## src/rtl/pdm_rx_sched_pkg.sv

```systemverilog
// Shared types for the PDM receive scheduler: channel modes, controller states and
// the frame-size helper.
package pdm_rx_sched_pkg;

   typedef enum logic [1:0] {
      Mode1Ch    = 2'b00,
      Mode2ChRf  = 2'b01,
      Mode2ChSep = 2'b10,
      Mode4Ch    = 2'b11
   } pdm_mode_e;

   typedef enum logic [2:0] {
      StIdle,
      StWarmup,
      StRun,
      StResync,
      StDrain
   } rx_state_e;

   // Number of channels in one frame for a given mode.
   function automatic logic [2:0] nch(input pdm_mode_e mode);
      case (mode)
         Mode1Ch: return 3'd1;
         Mode4Ch: return 3'd4;
         default: return 3'd2;
      endcase
   endfunction

endpackage

```

## src/rtl/pdm_rx_sched_fifo.sv

```systemverilog
// Synchronous FIFO for packed PCM words; read data reads as zero while empty.
module pdm_rx_sched_fifo #(
   parameter int unsigned Depth = 4,
   parameter int unsigned Width = 32
) (
   input  logic             clk_i,
   input  logic             rst_i,
   input  logic             push_i,
   input  logic [Width-1:0] wdata_i,
   input  logic             pop_i,
   output logic [Width-1:0] rdata_o,
   output logic             full_o,
   output logic             empty_o
);

   localparam int unsigned AW = $clog2(Depth);

   logic [Width-1:0] r_mem [Depth];
   logic [AW:0]      r_wr_ptr;
   logic [AW:0]      r_rd_ptr;
   logic             w_do_push;
   logic             w_do_pop;

   assign empty_o   = (r_wr_ptr == r_rd_ptr);
   assign full_o    = (r_wr_ptr[AW] != r_rd_ptr[AW]) &&
                      (r_wr_ptr[AW-1:0] == r_rd_ptr[AW-1:0]);
   assign w_do_pop  = pop_i && !empty_o;
   // A push into a full FIFO is legal only when an entry leaves in the same cycle.
   assign w_do_push = push_i && (!full_o || w_do_pop);
   assign rdata_o   = empty_o ? '0 : r_mem[r_rd_ptr[AW-1:0]];

   always_ff @(posedge clk_i) begin
      if (rst_i) begin
         r_wr_ptr <= '0;
         r_rd_ptr <= '0;
      end else begin
         if (w_do_push) r_wr_ptr <= r_wr_ptr + {{AW{1'b0}}, 1'b1};
         if (w_do_pop)  r_rd_ptr <= r_rd_ptr + {{AW{1'b0}}, 1'b1};
      end
   end

   always_ff @(posedge clk_i) begin
      if (w_do_push) r_mem[r_wr_ptr[AW-1:0]] <= wdata_i;
   end

endmodule

```

## src/rtl/pdm_rx_sched.sv

```systemverilog
// PDM receive run-time controller: config shadowing, enable/warm-up/drain sequencing,
// channel-order checking, 16b->32b packing and output buffering toward the uDMA.
module pdm_rx_sched
   import pdm_rx_sched_pkg::*;
#(
   parameter int unsigned FIFO_DEPTH = 4,
   parameter int unsigned WARMUP_W   = 4
) (
   input  logic                clk_i,
   input  logic                rst_i,
   input  logic                cfg_en_i,
   input  logic [1:0]          cfg_ch_mode_i,
   input  logic [9:0]          cfg_decimation_i,
   input  logic [2:0]          cfg_shift_i,
   input  logic [WARMUP_W-1:0] cfg_warmup_i,
   input  logic                cfg_pack_i,
   output logic                pdm_en_o,
   output logic [1:0]          pdm_ch_mode_o,
   output logic [9:0]          pdm_decimation_o,
   output logic [2:0]          pdm_shift_o,
   input  logic [15:0]         pcm_data_i,
   input  logic [1:0]          pcm_ch_i,
   input  logic                pcm_valid_i,
   output logic [31:0]         data_o,
   output logic                data_valid_o,
   input  logic                data_ready_i,
   output logic                busy_o,
   output logic                ovf_o,
   output logic                sync_err_o,
   input  logic                err_clr_i
);

   rx_state_e           r_state, w_state_d;
   pdm_mode_e           r_mode, w_mode_d;
   logic [9:0]          r_dec, w_dec_d;
   logic [2:0]          r_shift, w_shift_d;
   logic [WARMUP_W-1:0] r_warmup, w_warmup_d;
   logic                r_pack, w_pack_d;
   logic [WARMUP_W-1:0] r_wcnt, w_wcnt_d, w_wcnt_inc;
   logic [1:0]          r_exp, w_exp_d;
   logic                r_half_vld, w_half_vld_d;
   logic [15:0]         r_half, w_half_d;
   logic                r_ovf, r_sync_err;

   logic [1:0]  w_last_ch;
   logic [1:0]  w_exp_next;
   logic        w_accept;
   logic        w_need_wr;
   logic [31:0] w_wr_word;
   logic        w_push;
   logic [31:0] w_wdata;
   logic        w_pop;
   logic        w_space;
   logic        w_ovf_set;
   logic        w_sync_set;
   logic        w_fifo_full;
   logic        w_fifo_empty;
   logic [31:0] w_fifo_rdata;

   assign w_last_ch  = 2'(nch(r_mode) - 3'd1);
   assign w_exp_next = (r_exp == w_last_ch) ? 2'd0 : r_exp + 2'd1;
   assign w_wcnt_inc = r_wcnt + WARMUP_W'(1);
   assign w_pop      = !w_fifo_empty && data_ready_i;
   assign w_space    = !w_fifo_full || w_pop;

   always_comb begin
      w_state_d    = r_state;
      w_mode_d     = r_mode;
      w_dec_d      = r_dec;
      w_shift_d    = r_shift;
      w_warmup_d   = r_warmup;
      w_pack_d     = r_pack;
      w_wcnt_d     = r_wcnt;
      w_exp_d      = r_exp;
      w_half_vld_d = r_half_vld;
      w_half_d     = r_half;
      w_accept     = 1'b0;
      w_need_wr    = 1'b0;
      w_wr_word    = '0;
      w_push       = 1'b0;
      w_wdata      = '0;
      w_ovf_set    = 1'b0;
      w_sync_set   = 1'b0;

      case (r_state)
         StIdle: begin
            if (cfg_en_i) begin
               w_mode_d     = pdm_mode_e'(cfg_ch_mode_i);
               w_dec_d      = cfg_decimation_i;
               w_shift_d    = cfg_shift_i;
               w_warmup_d   = cfg_warmup_i;
               w_pack_d     = cfg_pack_i;
               w_wcnt_d     = '0;
               w_exp_d      = 2'd0;
               w_half_vld_d = 1'b0;
               w_state_d    = (cfg_warmup_i == '0) ? StRun : StWarmup;
            end
         end
         StWarmup: begin
            if (!cfg_en_i) begin
               w_state_d = StDrain;
            end else if (pcm_valid_i && (pcm_ch_i == w_last_ch)) begin
               w_wcnt_d = w_wcnt_inc;
               if (w_wcnt_inc == r_warmup) begin
                  w_exp_d   = 2'd0;
                  w_state_d = StRun;
               end
            end
         end
         StRun: begin
            if (!cfg_en_i) begin
               w_state_d = StDrain;
            end else if (pcm_valid_i) begin
               if (pcm_ch_i == r_exp) begin
                  w_accept = 1'b1;
                  w_exp_d  = w_exp_next;
               end else begin
                  w_sync_set = 1'b1;
                  w_state_d  = StResync;
               end
            end
         end
         StResync: begin
            if (!cfg_en_i) begin
               w_state_d = StDrain;
            end else if (pcm_valid_i && (pcm_ch_i == 2'd0)) begin
               w_accept  = 1'b1;
               w_exp_d   = (w_last_ch == 2'd0) ? 2'd0 : 2'd1;
               w_state_d = StRun;
            end
         end
         StDrain: begin
            // Flush a lone pending half first, then wait for the uDMA to empty the FIFO.
            if (r_half_vld) begin
               if (w_space) begin
                  w_push  = 1'b1;
                  w_wdata = {16'h0, r_half};
               end else begin
                  w_ovf_set = 1'b1;
               end
               w_half_vld_d = 1'b0;
            end else if (w_fifo_empty) begin
               w_state_d = StIdle;
            end
         end
         default: w_state_d = StIdle;
      endcase

      if (w_accept) begin
         if (!r_pack) begin
            w_need_wr = 1'b1;
            w_wr_word = {16'h0, pcm_data_i};
         end else if (!r_half_vld) begin
            w_half_vld_d = 1'b1;
            w_half_d     = pcm_data_i;
         end else begin
            w_need_wr    = 1'b1;
            w_wr_word    = {pcm_data_i, r_half};
            w_half_vld_d = 1'b0;
         end
      end

      // Overflow loses frame alignment, so restart packing from a ch0 sample.
      if (w_need_wr) begin
         if (w_space) begin
            w_push  = 1'b1;
            w_wdata = w_wr_word;
         end else begin
            w_ovf_set    = 1'b1;
            w_half_vld_d = 1'b0;
            w_state_d    = StResync;
         end
      end
   end

   always_ff @(posedge clk_i) begin
      if (rst_i) begin
         r_state    <= StIdle;
         r_mode     <= Mode1Ch;
         r_dec      <= '0;
         r_shift    <= '0;
         r_warmup   <= '0;
         r_pack     <= 1'b0;
         r_wcnt     <= '0;
         r_exp      <= 2'd0;
         r_half_vld <= 1'b0;
         r_half     <= '0;
         r_ovf      <= 1'b0;
         r_sync_err <= 1'b0;
      end else begin
         r_state    <= w_state_d;
         r_mode     <= w_mode_d;
         r_dec      <= w_dec_d;
         r_shift    <= w_shift_d;
         r_warmup   <= w_warmup_d;
         r_pack     <= w_pack_d;
         r_wcnt     <= w_wcnt_d;
         r_exp      <= w_exp_d;
         r_half_vld <= w_half_vld_d;
         r_half     <= w_half_d;
         r_ovf      <= w_ovf_set || (r_ovf && !err_clr_i);
         r_sync_err <= w_sync_set || (r_sync_err && !err_clr_i);
      end
   end

   pdm_rx_sched_fifo #(
      .Depth (FIFO_DEPTH),
      .Width (32)
   ) u_fifo (
      .clk_i   (clk_i),
      .rst_i   (rst_i),
      .push_i  (w_push),
      .wdata_i (w_wdata),
      .pop_i   (w_pop),
      .rdata_o (w_fifo_rdata),
      .full_o  (w_fifo_full),
      .empty_o (w_fifo_empty)
   );

   assign pdm_en_o         = (r_state == StWarmup) || (r_state == StRun) ||
                             (r_state == StResync);
   assign pdm_ch_mode_o    = r_mode;
   assign pdm_decimation_o = r_dec;
   assign pdm_shift_o      = r_shift;
   assign data_o           = w_fifo_rdata;
   assign data_valid_o     = !w_fifo_empty;
   assign busy_o           = (r_state != StIdle);
   assign ovf_o            = r_ovf;
   assign sync_err_o       = r_sync_err;

endmodule

```

## config.mk

```make
export PLATFORM = sky130hd
export DESIGN_NAME = pdm_rx_sched
export DESIGN_NICKNAME = d
export VERILOG_FILES = /design/src/rtl/pdm_rx_sched_pkg.sv /design/src/rtl/pdm_rx_sched_fifo.sv /design/src/rtl/pdm_rx_sched.sv
export SDC_FILE = /design/constraint.sdc
export NUM_CORES = 1
export LEC_CHECK = 0
export ABC_AREA = 1
export BUFFER_PORTS_ARGS = -buffer_cell sky130_fd_sc_hd__buf_2
export CAP_MARGIN = 40
export CORE_UTILIZATION = 40
export CTS_BUF_LIST = sky130_fd_sc_hd__clkbuf_4
export DETAILED_ROUTE_END_ITERATION = 6
export PLACE_DENSITY = 0.55
export SYNTH_ARGS = -nofsm -noshare
export SYNTH_HDL_FRONTEND = slang
export SYNTH_HIERARCHICAL = 1
export SYNTH_SLANG_ARGS = --single-unit
export TNS_END_PERCENT = 30
```

## constraint.sdc

```tcl
create_clock -name clk_i -period 11.32 [get_ports clk_i]
set_input_delay 1.698 -clock clk_i [delete_from_list [all_inputs] [get_ports clk_i]]
set_output_delay 1.698 -clock clk_i [all_outputs]
set_load 0.01 [all_outputs]
```

# ---- Word-level counts from Yosys, hierarchy flattened
# Memory sizes are Yosys's and may differ from the RTL's. A register that Yosys moved wholly into a read port is not among the register bits.
# Cells that the tools add are included.
dict set report op_classes {
  shift 0
  n_addsub 5
  muxes 75
  bitwise 1
  n_eq_ne 21
  magnitude_cmp 0
  mul 0
  reduce_logical 29
  div 0
}
# op count
set op_table {}
lappend op_table {{two-way mux 32 bit} 6}
lappend op_table {{two-way mux 16 bit} 3}
lappend op_table {{two-way mux 3 bit} 13}
lappend op_table {{two-way mux 1 bit} 31}
lappend op_table {{two-way mux 2 bit} 13}
lappend op_table {{!= test 2 bit (second input constant)} 9}
lappend op_table {{case mux 3 bit (5 select lines)} 1}
lappend op_table {{two-way mux 4 bit} 3}
lappend op_table {{AND reduction 10 bit} 1}
lappend op_table {{equality test 2 bit} 4}
lappend op_table {{logical AND 1 bit} 8}
lappend op_table {{case mux 2 bit (4 select lines)} 1}
lappend op_table {{case mux 4 bit (2 select lines)} 1}
lappend op_table {{adder 3 x 1 -> 3 bit (second input constant)} 2}
lappend op_table {{equality test 3 x 2 -> 1 bit (second input constant)} 2}
lappend op_table {{logical NOT 2 bit} 3}
lappend op_table {{logical OR 1 bit} 6}
lappend op_table {{adder 4 x 1 -> 4 bit (second input constant)} 1}
lappend op_table {{equality test 4 bit} 1}
lappend op_table {{logical NOT 4 bit} 1}
lappend op_table {{case mux 1 bit (2 select lines)} 2}
lappend op_table {{case mux 2 bit (2 select lines)} 1}
lappend op_table {{AND reduction 4 bit} 1}
lappend op_table {{nonzero test 4 bit} 1}
lappend op_table {{14 further kinds} 16}
dict set report totals {
  ramBits 128
  in_bits 44
  ff_bits 54
  memories 1
  rom_bits 0
  latch_bits 0
  wordCells 146
  out_inout_bits 52
}
# memory depth width read_ports rd_ports_with_merged_regs write_ports line
set mem_list {}
lappend mem_list {u_fifo.r_mem 4 32 1 1 1 pdm_rx_sched_fifo.sv:18} ;# logic [Width-1:0] r_mem [Depth];

# ---- Depth between registers and ports, before layout
dict set report logic_depth {
  depth_word 12
  depth_mapped 16
  ltp_nobuf 14
}

# ---- Cells and area by module
# The synthesis kept the hierarchy.
# module area_each_um2 instances cells_per_inst seq_area_each_um2
set modules_own_cells {}
lappend modules_own_cells {pdm_rx_sched_fifo 5492.8 1 442 4003.8}
lappend modules_own_cells {pdm_rx_sched 2821.5 1 435 960.9}

# ---- Worst setup path after synthesis
# OpenSTA, ideal clock, no wires.
dict set report synth_path {
  path_type {input port to flip-flop}
  from {input data_ready_i}
  to {memory u_fifo.r_mem[3][0] (enable)}
  setup_slack_ns 6.782
  setup_time_ns 0.421
  t_required_ns 10.899
  arrival_ns 4.117
  stages 9
  cell_sequence {inv_1 nor2_1 nor2_1 clkinv_1 nand3_1 buf_2 nand2_1 nand2_4 nor2_1}
}
dict set report synth_between {
  elab_chain_cells 10
}
# item line
set synth_lines {}
lappend synth_lines {{start, declared} pdm_rx_sched.sv:26} ;# input logic data_ready_i,
lappend synth_lines {{logical AND 1 bit *} pdm_rx_sched.sv:63} ;# assign w_pop = !w_fifo_empty && data_ready_i;
lappend synth_lines {{net w_pop} pdm_rx_sched.sv:52} ;# logic w_pop;
lappend synth_lines {{logical OR 1 bit *} pdm_rx_sched.sv:64} ;# assign w_space = !w_fifo_full || w_pop;
lappend synth_lines {{two-way mux 1 bit} pdm_rx_sched.sv:135} ;# if (w_space) begin
lappend synth_lines {{two-way mux 1 bit} pdm_rx_sched.sv:134} ;# if (r_half_vld) begin
lappend synth_lines {{two-way mux 1 bit} pdm_rx_sched.sv:85} ;# case (r_state)
lappend synth_lines {{two-way mux 1 bit} pdm_rx_sched.sv:165} ;# if (w_space) begin
lappend synth_lines {{two-way mux 1 bit *} pdm_rx_sched.sv:164} ;# if (w_need_wr) begin
lappend synth_lines {{net w_push} pdm_rx_sched.sv:50} ;# logic w_push;
lappend synth_lines {{logical AND 1 bit *} pdm_rx_sched_fifo.sv:29} ;# assign w_do_push = push_i && (!full_o || w_do_pop);
lappend synth_lines {{two-way mux 1 bit *} pdm_rx_sched_fifo.sv:43} ;# if (w_do_push) r_mem[r_wr_ptr[AW-1:0]] <= wdata_i;
lappend synth_lines {{two-way mux 1 bit (implied by the code) *} pdm_rx_sched_fifo.sv:43}
lappend synth_lines {{end, declared} pdm_rx_sched_fifo.sv:18}
# The timed path passes the listed nets; every way through them passes the cells marked *.

==> out/results.ini <==
[synthesis]
syn-mean-instance-area_sq_um=9.480
synth-async-reset-ratio_pct=0
yosysWarnings=6
synth_cells=877
synth_area_sq_um=8314
synth_cell_types=38
yosys_most_used_dff=edfxtp_1
synth_nets=927
synth_edf_count=128
synth-seq-cells=184
synth.yosys.seq_area_share_pct=59.71

[clock_network]
htree_levels=4
post-cts-setup-buffers=0
cts.path.max_buffers=2
cts_tree=done
cts_buffers=17
clock-sinks=184
insertion_delay_ps=560
cts_repair_resize_count=0
cts_root_buf=clkbuf_4
hold_buffers=0
clk_pin_slew_ps=140

[global_routing]
antenna_found_initial=2
grt_pass1_wl_mm=29.81
grt-ovfl-total=0
grt_max_degree=65
grt_pass1_vias=5802
grt_use_total_pct=17.93

[critical_path]
reg2reg_depth=13
arrival_ps=2360
reg2reg_to=u_fifo/r_mem[1][28]
crit_fanout=64
critPathKind=reg2out
worstReg2RegStart=u_fifo/r_wr_ptr[1]
start_kind=flop
rrSetupSlack_ps=7430
end_kind=output pin
required_ps=9620

[power]
p_sw_mw=0.2818
clkPwrFrac_pct=32.4
seqPwrFrac_pct=61.4
vdd_drop_max_uv=70.20
switching_share_pct=23.77
p_per_area_nw_per_um2=126.3
power_mw=1.186
p_comb_share_pct=6.1
p_int_mw=0.9039
cellLeakagePower_nw=3.801

[floorplan]
rows=52
num_io_pins=96
die_area_sq_um=21370
initial_utilization_pct=40.96
core_area_sq_um=20300
die_w_microns=146.2
die_h_microns=146.2

[drt]
antenna_left=0
postRouteWirelength_mm=18.89
drc=0
drt_first_pass_iters=4
routedWlPerCell_microns=15.25
dr.first_iter.drc_count=265
vias=6218
routed_via_density=5.019

[timing]
worst_pin_slew_ps=877.1
relSlewSlack_pct=41.40
clock_skew_ps=22.52
finalHoldViolCount=0
fin_crit_ps=4056
slew_viol_final=0
setup_violations=0
rsz0062_at_grt=false
fin_crit_sh_pct=35.83
max_freq_ghz=0.2466
tns_ps=0

[place]
hpwl_mm=12.67
gp_congestion=0.8543
io_buffers=95

[run]
cap_viol_max_count=0

[min_path]
hold_path_class=reg2reg
min_to=r_half[12]
min_path_cells=2
hp-start=r_half[12]

[layout]
area_growth_pct=12.88
nets=1003
drive_gt1_share_pct=17.60

[run_status]
status=finished clean

-- metrics by stage --
stage                     setup WS, ps  hold slack, ps  instances  util [%]  cell area, sq um
after floorplan                   6782           440.1        877         -              8314
after global placement            6564           449.3       1199     44.11              8954
after detailed placement          6728           455.6       1204     44.67              9069
after CTS                         7200           475.0       1236     46.20              9378
after global routing              7032           489.9       1238     46.22              9383
final                             7264           470.1       1239     46.23              9385
-- layout by cell type, fill, tap and decap left out, drive strengths merged --
cell,netlist,routed
nor3,3,3
a21oi,40,40
o21ai,76,76
a31oi,1,1
o32ai,32,32
clkbuf,16,18
and2,1,1
ha,6,6
nand4,37,37
dfxtp,56,56
or2,1,1
nand3b,3,3
xnor2,3,3
nor2,172,172
xor2,2,2
clkinv,2,7
o211ai,1,1
inv,111,117
buf,31,104
o22ai,18,18
nand3,26,26
diode,0,3
bufinv,0,3
edfxtp,128,128
nand2,111,111
-- final cells by class --
type / instances / area, sq um
Antenna cell: 3 / 7.507
Clock buffer: 18 / 135.1
Clock inverter: 14 / 173.9
Fill cell: 2044 / 10910
Inverter: 113 / 425.4
Multi-Input combinational cell: 533 / 2718
Sequential cell: 184 / 4967
Tap cell: 270 / 337.8
Timing Repair Buffer: 104 / 620.6
-- sequential cells by signal, indices dropped and copies added (netlist names), named ones only --
| register | flops |
|---|---|
| r_half | 16 |
| r_half_vld | 1 |
| sync_err_o | 1 |
| r_exp | 2 |
| r_pack | 1 |
| pdm_decimation_o | 10 |
| r_wcnt | 4 |
| u_fifo/r_mem | 128 |
| u_fifo/r_rd_ptr | 3 |
| pdm_ch_mode_o | 2 |
| r_warmup | 4 |
| u_fifo/r_wr_ptr | 3 |
| r_state | 3 |
| ovf_o | 1 |
| pdm_shift_o | 3 |
-- critical path, stage by stage, from the launching register on --
cell and delay [ps]:
dfxtp_2 380, buf_4 510, nor2_1 140, o32ai_1 460
nand2_1 90, inv_1 60, buf_2 120
-- power by group through the flow --
stage	combinational, mW	clock (mW)	sequential (mW)
floorplan	0.0449	0	0.742
global placement	0.0733	0	0.743
detailed placement	0.0733	0	0.743
CTS	0.0735	0.396	0.728
global route	0.0818	0.422	0.730
finish	0.0728	0.384	0.729
-- Yosys cell counts (2+ instances only) --
master | instances | area share, %
nor2_2 | 12 | 0.90
clkbuf_1 | 16 | 0.72
ha_1 | 6 | 0.90
o22ai_1 | 18 | 1.4
dfxtp_1 | 56 | 13
inv_1 | 108 | 4.9
xnor2_1 | 2 | 0.21
inv_2 | 3 | 0.14
buf_4 | 6 | 0.54
nand3_1 | 23 | 1.4
nand3b_1 | 2 | 0.18
nand4_1 | 36 | 2.7
o21ai_0 | 75 | 4.5
buf_2 | 24 | 1.4
edfxtp_1 | 128 | 46
nand2_2 | 2 | 0.15
nand2_1 | 108 | 4.9
o32ai_1 | 32 | 3.4
nand3_2 | 2 | 0.24
a21oi_1 | 39 | 2.3
nor3_1 | 2 | 0.12
nor2_1 | 160 | 7.2
xor2_1 | 2 | 0.21
-- worst max-delay path by stage --
stage / slack [ps] / from / to / cells past startpoint
floorplan: 6780 / data_ready_i / u_fifo/r_mem[3][0] / 9
global placement: 6560 / pcm_ch_i[0] / u_fifo/r_mem[2][29] / 8
detailed placement: 6730 / pcm_ch_i[0] / u_fifo/r_mem[1][27] / 9
CTS: 7200 / flop / data_o[15] / 6
global route: 7030 / u_fifo/r_wr_ptr[1] / u_fifo/r_mem[3][21] / 13
finish: 7260 / flop / data_o[15] / 6
-- metal layers --
metal / GRT usage (%) / routed length, microns / up-vias
met5: 0 / 0 / -
met3: 3.188 / 781 / 12
met1: 23.23 / 8707 / 2921
li1: - / - / 3156
met4: 5.573 / 194 / 0
met2: 30.48 / 9211 / 129
-- logic make-up after synthesis --
group	count (synthesis)	share of synthesized area, %
AO/OA/AOI/OAI	168	12.01
buffers and inverters	160	7.961
AND/OR/NAND/NOR	354	18.80
adder cells (fa/ha/maj)	6	0.9029
flip-flops	184	59.71
XOR/XNOR	5	0.6171
Note: power is estimated with default switching activity, not from simulation.
